<file path="config.mk">
export PLATFORM = sky130hd
export DESIGN_NAME = serial_subtractor_flat
export DESIGN_NICKNAME = d
export VERILOG_FILES = /design/src/rtl/serial_subtractor_pkg.sv /design/src/rtl/serial_subtractor_if.sv /design/src/rtl/serial_subtractor_full_sub_cell.sv /design/src/rtl/serial_subtractor.sv /design/src/flat_wrapper.sv
export SDC_FILE = /design/constraint.sdc
export NUM_CORES = 1
export LEC_CHECK = 0
export CORE_UTILIZATION = 55
export CTS_CLUSTER_DIAMETER = 60
export DETAILED_ROUTE_END_ITERATION = 10
export PLACE_DENSITY = 0.84
export SLEW_MARGIN = 10
export SYNTH_ARGS = -nofsm -noshare
export SYNTH_HDL_FRONTEND = slang
export SYNTH_HIERARCHICAL = 1
export SYNTH_SLANG_ARGS = --single-unit
</file>
<file path="constraint.sdc">
create_clock -name clk -period 7.7 [get_ports clk]
set_clock_uncertainty 0.05 [all_clocks]
set_input_delay 1.54 -clock clk [delete_from_list [all_inputs] [get_ports clk]]
set_output_delay 1.54 -clock clk [all_outputs]
set_load 0.01 [all_outputs]
</file>
<file path="src/rtl/serial_subtractor_pkg.sv">
// Shared definitions for the bit-serial subtractor.
//   state_e    : symbolic FSM states (IDLE, SUB, CORR, DONE)
//   ST_*       : the same states as plain 2-bit constants, used by the RTL state register
//   MODE_*     : encodings of the mode input
package sub_pkg;

  typedef enum logic [1:0] {
    IDLE = 2'd0,
    SUB  = 2'd1,
    CORR = 2'd2,
    DONE = 2'd3
  } state_e;

  localparam logic [1:0] ST_IDLE = 2'd0;
  localparam logic [1:0] ST_SUB  = 2'd1;
  localparam logic [1:0] ST_CORR = 2'd2;
  localparam logic [1:0] ST_DONE = 2'd3;

  localparam logic MODE_TWOS = 1'b0;
  localparam logic MODE_ONES = 1'b1;

endpackage

</file>
<file path="src/rtl/serial_subtractor_if.sv">
// Operand/result bundle between a controller and the serial subtractor.
//   start, mode, a, b      : controller -> subtractor
//   busy, done, y, borrow,
//   overflow, zero         : subtractor -> controller
//
// Handshake: start is a request that is only sampled while the unit is idle;
// the edge on which it is seen with the unit idle is the accepting edge and
// captures a, b and mode. busy is high from that edge until the result is
// complete; done then pulses for exactly one cycle with y and the flags valid.
// Those outputs hold until the next accepting edge. start while busy or in the
// done cycle is dropped, not queued.
interface serial_subtractor_if #(
  parameter int WIDTH = 8
);
  logic             start;
  logic             mode;
  logic [WIDTH-1:0] a;
  logic [WIDTH-1:0] b;
  logic             busy;
  logic             done;
  logic [WIDTH-1:0] y;
  logic             borrow;
  logic             overflow;
  logic             zero;

  modport master (
    output start, mode, a, b,
    input  busy, done, y, borrow, overflow, zero
  );

  modport slave (
    input  start, mode, a, b,
    output busy, done, y, borrow, overflow, zero
  );
endinterface

</file>
<file path="src/rtl/serial_subtractor_full_sub_cell.sv">
// One-bit full subtractor: o_d = i_a - i_b - i_bin, o_bout = borrow out.
//   i_a, i_b : operand bits
//   i_bin    : borrow in
//   o_d      : difference bit
//   o_bout   : borrow out
module full_sub_cell (
  input  logic i_a,
  input  logic i_b,
  input  logic i_bin,
  output logic o_d,
  output logic o_bout
);
  assign o_d    = i_a ^ i_b ^ i_bin;
  // Borrow when b exceeds a, or when they are equal and a borrow is pending.
  assign o_bout = (~i_a & i_b) | (~(i_a ^ i_b) & i_bin);
endmodule

</file>
<file path="src/rtl/serial_subtractor.sv">
// Bit-serial A - B, LSB first, one bit per clock, through a single shared
// full-subtractor cell. Mode 0 gives two's-complement A - B; mode 1 gives
// one's-complement A + ~B by running a second serial pass that subtracts the
// end-around borrow when the first pass borrowed.
//   clk, rst_n    : clock, asynchronous active-low reset
//   sub_if        : operand/result bundle (slave side)
//   o_dbg_state   : current FSM state (sub_pkg ST_* encoding)
module serial_subtractor
  import sub_pkg::*;
#(
  parameter int WIDTH = 8
) (
  input  logic                clk,
  input  logic                rst_n,
  serial_subtractor_if.slave  sub_if,
  output logic [1:0]          o_dbg_state
);

  localparam int              CW   = (WIDTH > 2) ? $clog2(WIDTH) : 1;
  localparam logic [CW-1:0]   LAST = CW'(WIDTH - 1);

  logic [1:0]       r_state;
  logic [CW-1:0]    r_cnt;
  logic [WIDTH-1:0] r_a;
  logic [WIDTH-1:0] r_b;
  logic [WIDTH-1:0] r_y;
  logic             r_mode;
  logic             r_bin;
  logic             r_borrow;
  logic             r_ovf;
  logic             r_zero;

  logic             w_cell_a;
  logic             w_cell_b;
  logic             w_d;
  logic             w_bout;
  logic             w_last;
  logic [WIDTH-1:0] w_y_next;

  // In CORR the cell decrements y: y bit as minuend, zero subtrahend, and the
  // borrow chain seeded with 1 does the "- 1".
  always_comb begin
    w_cell_a = r_a[0];
    w_cell_b = r_b[0];
    if (r_state == ST_CORR) begin
      w_cell_a = r_y[0];
      w_cell_b = 1'b0;
    end
  end

  full_sub_cell u_cell (
    .i_a    (w_cell_a),
    .i_b    (w_cell_b),
    .i_bin  (r_bin),
    .o_d    (w_d),
    .o_bout (w_bout)
  );

  // y fills from the top; after WIDTH shifts the first bit sits at bit 0.
  assign w_y_next = {w_d, r_y[WIDTH-1:1]};
  assign w_last   = (r_cnt == LAST);

  function automatic logic is_zero(input logic [WIDTH-1:0] v, input logic m);
    return (v == '0) || ((m == MODE_ONES) && (v == '1));
  endfunction

  always_ff @(posedge clk or negedge rst_n) begin
    if (!rst_n) begin
      r_state  <= ST_IDLE;
      r_cnt    <= '0;
      r_a      <= '0;
      r_b      <= '0;
      r_y      <= '0;
      r_mode   <= 1'b0;
      r_bin    <= 1'b0;
      r_borrow <= 1'b0;
      r_ovf    <= 1'b0;
      r_zero   <= 1'b0;
    end else begin
      case (r_state)
        ST_IDLE: begin
          if (sub_if.start) begin
            r_a      <= sub_if.a;
            r_b      <= sub_if.b;
            r_mode   <= sub_if.mode;
            r_cnt    <= '0;
            r_bin    <= 1'b0;
            r_y      <= '0;
            r_borrow <= 1'b0;
            r_ovf    <= 1'b0;
            r_zero   <= 1'b0;
            r_state  <= ST_SUB;
          end
        end
        ST_SUB: begin
          r_y   <= w_y_next;
          r_a   <= r_a >> 1;
          r_b   <= r_b >> 1;
          r_bin <= w_bout;
          r_cnt <= r_cnt + 1'b1;
          if (w_last) begin
            // On the last bit the operand LSBs are the original MSBs.
            r_borrow <= w_bout;
            r_ovf    <= (r_a[0] ^ r_b[0]) & (w_d ^ r_a[0]);
            r_cnt    <= '0;
            if ((r_mode == MODE_ONES) && w_bout) begin
              r_bin   <= 1'b1;
              r_state <= ST_CORR;
            end else begin
              r_zero  <= is_zero(w_y_next, r_mode);
              r_state <= ST_DONE;
            end
          end
        end
        ST_CORR: begin
          r_y   <= w_y_next;
          r_bin <= w_bout;
          r_cnt <= r_cnt + 1'b1;
          if (w_last) begin
            r_cnt   <= '0;
            r_zero  <= is_zero(w_y_next, r_mode);
            r_state <= ST_DONE;
          end
        end
        default: begin
          r_state <= ST_IDLE;
        end
      endcase
    end
  end

  assign sub_if.busy     = (r_state == ST_SUB) || (r_state == ST_CORR);
  assign sub_if.done     = (r_state == ST_DONE);
  assign sub_if.y        = r_y;
  assign sub_if.borrow   = r_borrow;
  assign sub_if.overflow = r_ovf;
  assign sub_if.zero     = r_zero;
  assign o_dbg_state     = r_state;

endmodule

</file>
<file path="src/flat_wrapper.sv">
// flat-port wrapper written by rule: the top's interface ports become plain ports
module serial_subtractor_flat import sub_pkg::*;
#(
  parameter int WIDTH = 8
)
  (clk, rst_n, o_dbg_state, sub_if_start, sub_if_mode, sub_if_a, sub_if_b, sub_if_busy, sub_if_done, sub_if_y, sub_if_borrow, sub_if_overflow, sub_if_zero);
  serial_subtractor_if #(.WIDTH(WIDTH)) sub_if_i ();
  input  logic clk;
  input  logic rst_n;
  output logic [1:0] o_dbg_state;
  input wire logic [$bits(sub_if_i.start)-1:0] sub_if_start;
  input wire logic [$bits(sub_if_i.mode)-1:0] sub_if_mode;
  input wire logic [$bits(sub_if_i.a)-1:0] sub_if_a;
  input wire logic [$bits(sub_if_i.b)-1:0] sub_if_b;
  output wire logic [$bits(sub_if_i.busy)-1:0] sub_if_busy;
  output wire logic [$bits(sub_if_i.done)-1:0] sub_if_done;
  output wire logic [$bits(sub_if_i.y)-1:0] sub_if_y;
  output wire logic [$bits(sub_if_i.borrow)-1:0] sub_if_borrow;
  output wire logic [$bits(sub_if_i.overflow)-1:0] sub_if_overflow;
  output wire logic [$bits(sub_if_i.zero)-1:0] sub_if_zero;
  assign sub_if_i.start = sub_if_start;
  assign sub_if_i.mode = sub_if_mode;
  assign sub_if_i.a = sub_if_a;
  assign sub_if_i.b = sub_if_b;
  assign sub_if_busy = sub_if_i.busy;
  assign sub_if_done = sub_if_i.done;
  assign sub_if_y = sub_if_i.y;
  assign sub_if_borrow = sub_if_i.borrow;
  assign sub_if_overflow = sub_if_i.overflow;
  assign sub_if_zero = sub_if_i.zero;
  serial_subtractor #(.WIDTH(WIDTH)) u_core (.clk(clk), .rst_n(rst_n), .sub_if(sub_if_i), .o_dbg_state(o_dbg_state));
endmodule
</file>
Word-level counts from Yosys, hierarchy flattened:

Cells that the tools add are included.

* bits in registers: 34
* input bits: 20
* output and inout bits: 15
* word-level logic and storage cells: 75

* add/sub/neg operators: 1
* eq/ne operators: 9
* muxes and demuxes: 28
* bitwise logic cells: 10
* reductions and logical operators: 17

Operators with widths (number)
* 8-bit case mux with 2 select lines: 3
* 8-bit two-way mux: 3
* 1-bit two-way mux: 11
* 8-bit == test (second input constant): 1
* 8-bit zero test: 1
* 2-bit AND reduction: 4
* 2-bit two-way mux: 3
* 3-bit two-way mux: 2
* 1-bit case mux with 3 select lines: 2
* 2-bit case mux with 3 select lines: 1
* 3-bit case mux with 2 select lines: 1
* 3-bit AND reduction: 2
* 5-bit AND reduction: 1
* 2-bit == test (second input constant): 2
* 2-bit by 1-bit inequality test with 1-bit output (second input constant): 2
* 2-bit inequality test (second input constant): 2
* 1-bit case mux with 2 select lines: 2
* 2-bit nonzero test: 2
* 1-bit XOR: 4
* 3-bit by 1-bit adder with 3-bit output (second input constant): 1
* 1-bit AND: 3
* 3-bit == test (second input constant): 1
* 3-bit nonzero test: 1
* 2-bit by 1-bit == test with 1-bit output (second input constant): 1
* other kinds (6): 9

Logic depth before layout (Yosys ltp):

* depth after elaboration: 10
* gate-level depth with buffers: 10
* mapped depth without buffers: 10

Hierarchy:

Netlist, hierarchy kept.

By module, submodules not included
* serial_subtractor: instances 1, cells an instance 178, area an instance 1752.9 um^2, sequential area each 850.8 um^2
* full_sub_cell: instances 1, cells an instance 4, area an instance 31.3 um^2, sequential area each 0.0 um^2

Worst setup path before layout:

OpenSTA, ideal clock, no wires.

* path type: register to register
* start: register u_core.r_state[0] (netlist: u_core/o_dbg_state[0])
* end: register u_core.r_ovf (netlist: u_core/sub_if.overflow)
* setup time: 0.083 ns
* arrival: 2.473 ns
* required time: 7.567 ns
* slack: 5.094 ns
* stages on the path, launching flop included: 9
* path buffers: 0
* period minus slack after synthesis: 2.606 ns
* cells stage by stage: dfrtp_1 -> inv_1 -> ha_1 -> mux2_2 -> fa_1 -> or3b_2 -> a211oi_1 -> a21oi_1 -> o21ai_0

* word-level cells in the longest chain between the ends: 8
* elaborated cells on any way between the ends: 15
* classes of those cells: eq/ne (4); mux (4); bitwise (4); reduce/logical (3)

Ends and longest elaborated chain
* start, declared: line serial_subtractor.sv:22 `logic [1:0] r_state;`
* start signal, assigned: line serial_subtractor.sv:69 `r_state <= ST_IDLE;`
* start signal, assigned: line serial_subtractor.sv:92 `r_state <= ST_SUB;`
* start signal, assigned: line serial_subtractor.sv:108 `r_state <= ST_CORR;`
* 2-bit == test: line serial_subtractor.sv:45 `if (r_state == ST_CORR) begin`
* 1-bit two-way mux: line serial_subtractor.sv:45
* net u_core.w_cell_a: line serial_subtractor.sv:33 `logic w_cell_a;`
* 1-bit XOR (2 in series): line serial_subtractor_full_sub_cell.sv:13 `assign o_d = i_a ^ i_b ^ i_bin;`
* net u_core.w_d: line serial_subtractor.sv:35 `logic w_d;`
* 1-bit XOR: line serial_subtractor.sv:104 `r_ovf <= (r_a[0] ^ r_b[0]) & (w_d ^ r_a[0]);`
* 1-bit AND: line serial_subtractor.sv:104
* 1-bit two-way mux: line serial_subtractor.sv:101 `if (w_last) begin`
* 1-bit case mux with 2 select lines: line serial_subtractor.sv:80 `case (r_state)`
* end signal, assigned: line serial_subtractor.sv:104
* end, declared: line serial_subtractor.sv:30 `logic r_ovf;`

The timed path passes the listed nets, and every way through them passes these cells. The select of a mux whose other input is x is not followed.
A chain may end at the register's enable or synchronous reset.

Worst setup path in the final report:

* start: register u_core.r_state[1] (netlist: u_core/o_dbg_state[1])
* end: output port sub_if_busy

* word-level cells in the longest chain between the ends: 2
* elaborated cells on any way between the ends: 3
* classes of those cells: eq/ne (2); reduce/logical (1)

Ends and longest elaborated chain
* 2-bit by 1-bit == test with 1-bit output / 2-bit == test (equally long branches): line serial_subtractor.sv:132 `assign sub_if.busy = (r_state == ST_SUB) || (r_state == ST_CORR);`
* 1-bit logical OR *: line serial_subtractor.sv:132
* end, declared: line flat_wrapper.sv:15 `output wire logic [$bits(sub_if_i.busy)-1:0] sub_if_busy;`

Every way passes the cells marked *; elsewhere a longest branch is shown, timed or not.

==> results.tsv <==
stage	metric	value	unit
run_status	status	finished, final reports clean	
worst_setup_path	Worst Reg-to-Reg Cells	8	
power_and_ir_drop	clock share of power	11.3	%
min_path	Hold Startpoint	u_core/r_b[1]	
sta	Max-Slew Margin vs Limit	29.3	%
floorplan	Die ar.	0.00348	mm²
floorplan	Starting Density	58.4	%
power_and_ir_drop	LEAKAGE	0.947	nW
power_and_ir_drop	Logic pwr share	52.4	%
synth	Post-Synth Adder-Cell Area	7.43	%
synth	Mean Syn Cell Area	9.80	µm²
routing	WL per Instance	13.9	µm
final_layout	Layout Nets	244	
routing	DRT Wirelength	3580	µm
clock_network	post-CTS setup buffer count	0	
min_path	HP Class	reg2reg	
worst_setup_path	Reg2Reg Launch Point	u_core/o_dbg_state[0]	
power_and_ir_drop	sw frac	42.3	%
place	setup slack after placement	4.07	ns
sta	Fin Hold WS	0.450	ns
power_and_ir_drop	worst ir drop on vdd	0.221	mV
sta	actual slew at the worst max-slew pin	1.06	ns
place	I/O Buffers	34	
final_layout	fill cell count	255	
synth	Synth Register Bits	34	
job	Max-Cap Viols	0	
global_routing	vias in the first global route	1319	
clock_network	Clock Latency Late Sink	0.34	ns
floorplan	area of the core	0.00305	mm²
power_and_ir_drop	sw power	0.000361	W
synth	cells after synthesis	182	
final_layout	layout cells sized above 1	7.51	%
sta	Fin. Hold Viols	0	
worst_setup_path	r2r endpoint	u_core/sub_if.overflow	
worst_setup_path	crit-path max FO	15	
place	hpwl dp	2660	µm
power_and_ir_drop	Total Power	0.000854	W
sta	unrepaired setup endpoints after global routing	no	
synth	register area share after synthesis	47.7	%
min_path	hold depth	2	
worst_setup_path	CP arrival	2.14	ns
power_and_ir_drop	Power Dens Cells	390	mW/mm²
power_and_ir_drop	internal power	0.000493	W
sta	Final Critical Period	3.73	ns
floorplan	Rows	20	
sta	Slew Limit Fails	0	
clock_network	PostCTS Resize Cnt	0	
floorplan	io pins	35	
final_layout	Area Growth Syn to Fin	22.8	%
power_and_ir_drop	sequential share of power	36.2	%
worst_setup_path	Startpoint Class	flip-flop	
worst_setup_path	Setup crit start	u_core/o_dbg_state[1]	
worst_setup_path	r2r setup slk	4.81	ns
sta	setup ws final	3.97	ns
worst_setup_path	CP Class	reg2out	
floorplan	Die Y-Extent	59.0	µm
synth	syn_nets	212	
synth	EDFF count, synth	0	
worst_setup_path	Crit. End Element	output port	
clock_network	maximum root-to-sink buffer count	2	
global_routing	initial antenna violation count	0	
routing	via/cell ratio	5.51	
final_layout	most frequent cells in the layout	42 x nand2_1, 34 x clkdlybuf4s50_1, 34 x dfrtp_1	
synth	Simple-Gate Fraction of Synth Area	15.6	%
worst_setup_path	WP data required	6.11	ns
synth	Syn Std Cell Area	0.00178	mm²
sta	setup TNS	0	ns
clock_network	Clock Sinks	34	
place	Final GP Congestion	0.807	
routing	via count	1416	
synth	xor and xnor area share after synthesis	0	%
clock_network	TritonCTS clock tree	built	
worst_setup_path	cell chain of the critical path	inv_1, ha_1, clkdlybuf4s50_1	
sta	Final Cycle Share	48.5	%
synth	synth warn	6	
synth	compound-gate portion of the synthesized area	13.9	%
synth	Synth Flop Type	dfrtp_1	
floorplan	die width	59.0	µm
routing	Post-route DRC	0	
final_layout	number of antenna diodes	0	
routing	1st-iter DRT viols	64	
global_routing	total congestion overflow	0	
clock_network	Clock transition at path regs	0.11	ns
sta	setup violators final	0	
min_path	Hold Crit Endpoint	u_core/r_b[1]	
clock_network	Num CTS Buffers	5	
synth	post-synthesis mux area share	10.3	%
routing	drt first pass iters	5	
sta	FMAX	0.268	GHz
clock_network	# hold bufs at CTS	0	
final_layout	FF/Latch Area	851	µm²
worst_setup_path	CP max stage cell	clkdlybuf4s50_1	
global_routing	first-pass GRT wire length	5800	µm
clock_network	CTS root buf	clkbuf_4	
clock_network	H-Tree Level Count	2	
global_routing	largest net degree at the start of global routing	35	
synth	Netlist cell types	31	
final_layout	area occupied by multi-input gates	856	µm²
worst_setup_path	biggest cell delay along the critical path	0.62	ns
final_layout	commonest non-fill, non-tap cell in the layout	nand2_1	
synth	largest family of logic cells by synthesized area	simple AND/OR/NAND/NOR gates	
global_routing	Total GRT Usage	22.6	%
synth	asr flop ratio synth	100	%
routing	antenna-violating nets left	0	
[metal layers]
layer,part of all wire [%],up-vias,GRT usage (%)
li1,-,686,-
met1,43,693,28.4
met2,52,32,39.0
met3,4.4,5,6.37
met4,0.75,0,4.42
met5,0,-,0
[registers in the layout (all words and copies together), names as in the netlist]
signal	cells
u_core/r_b	8
u_core/sub_if.overflow	1
u_core/sub_if.y	8
u_core/sub_if.zero	1
u_core/r_a	8
u_core/r_cnt	3
u_core/sub_if.borrow	1
u_core/o_dbg_state	2
u_core/r_mode	1
u_core/r_bin	1
[cell usage after synthesis (2+ instances only)]
cell type | instances | area, µm²
nand2_1 | 42 | 158
dfrtp_1 | 34 | 851
o21ai_0 | 19 | 95.1
mux2i_1 | 15 | 150
o21ai_1 | 11 | 55.1
ha_1 | 9 | 113
inv_1 | 8 | 30.0
buf_2 | 6 | 30.0
a21oi_1 | 3 | 15.0
mux2_2 | 3 | 33.8
nand3_1 | 3 | 15.0
nor2b_1 | 3 | 18.8
a211oi_1 | 2 | 15.0
a31oi_1 | 2 | 12.5
buf_6 | 2 | 22.5
clkbuf_1 | 2 | 7.51
nor2_1 | 2 | 7.51
o31ai_1 | 2 | 15.0
or4_1 | 2 | 15.0
[cells by family after synthesis]
family          after synthesis
simple gates                 59
flops                        34
mux                          18
compound gates               43
fa+ha+maj                    10
buf+inv                      18
[worst max-delay path by stage]
stage	slack, ns	end
CTS	3.94	sub_if_busy
detailed placement	4.07	u_core/r_b[5]
global placement	4.20	u_core/sub_if.borrow
floorplan	5.09	u_core/sub_if.overflow
global route	3.82	sub_if_busy
finish	3.97	sub_if_busy
[worst max-delay path, delay by kind of cell, from the launching register on]
| family | cells | cell delay, ns |
|---|---|---|
| buffers and inverters | 2 | 0.74 |
| adder cells (fa/ha/maj) | 1 | 0.59 |
| flip-flops | 1 | 0.47 |
[final cells by class]
cell class / count / share of cell area, %
Timing Repair Buffer: 35 / 15.9
Clock buffer: 6 / 2.34
Sequential cell: 34 / 38.8
Inverter: 8 / 1.37
Tap cell: 44 / 2.51
Multi-Input combinational cell: 130 / 39.1
[power by group through the flow]
stage / clock [W] / sequential, W / combinational [W]
after floorplan: 0 / 0.000305 / 0.000318
after global placement: 0 / 0.000307 / 0.000418
after detailed placement: 0 / 0.000313 / 0.000446
after CTS: 0.0000985 / 0.000309 / 0.000447
after global routing: 0.000105 / 0.000319 / 0.000496
final: 0.0000969 / 0.000310 / 0.000448
[per-stage QoR]
| stage | area (µm²) | cells | util (%) |
|---|---|---|---|
| 5_1_grt | 2190 | 257 | 71.8 |
| 2_1_floorplan | 1780 | 182 | - |
| 6_report | 2190 | 257 | 71.8 |
| 4_1_cts | 2180 | 257 | 71.5 |
| 3_5_place_dp | 2130 | 251 | 69.8 |
| 3_3_place_gp | 2130 | 251 | 69.8 |
Power figures use the tool's default switching activity.
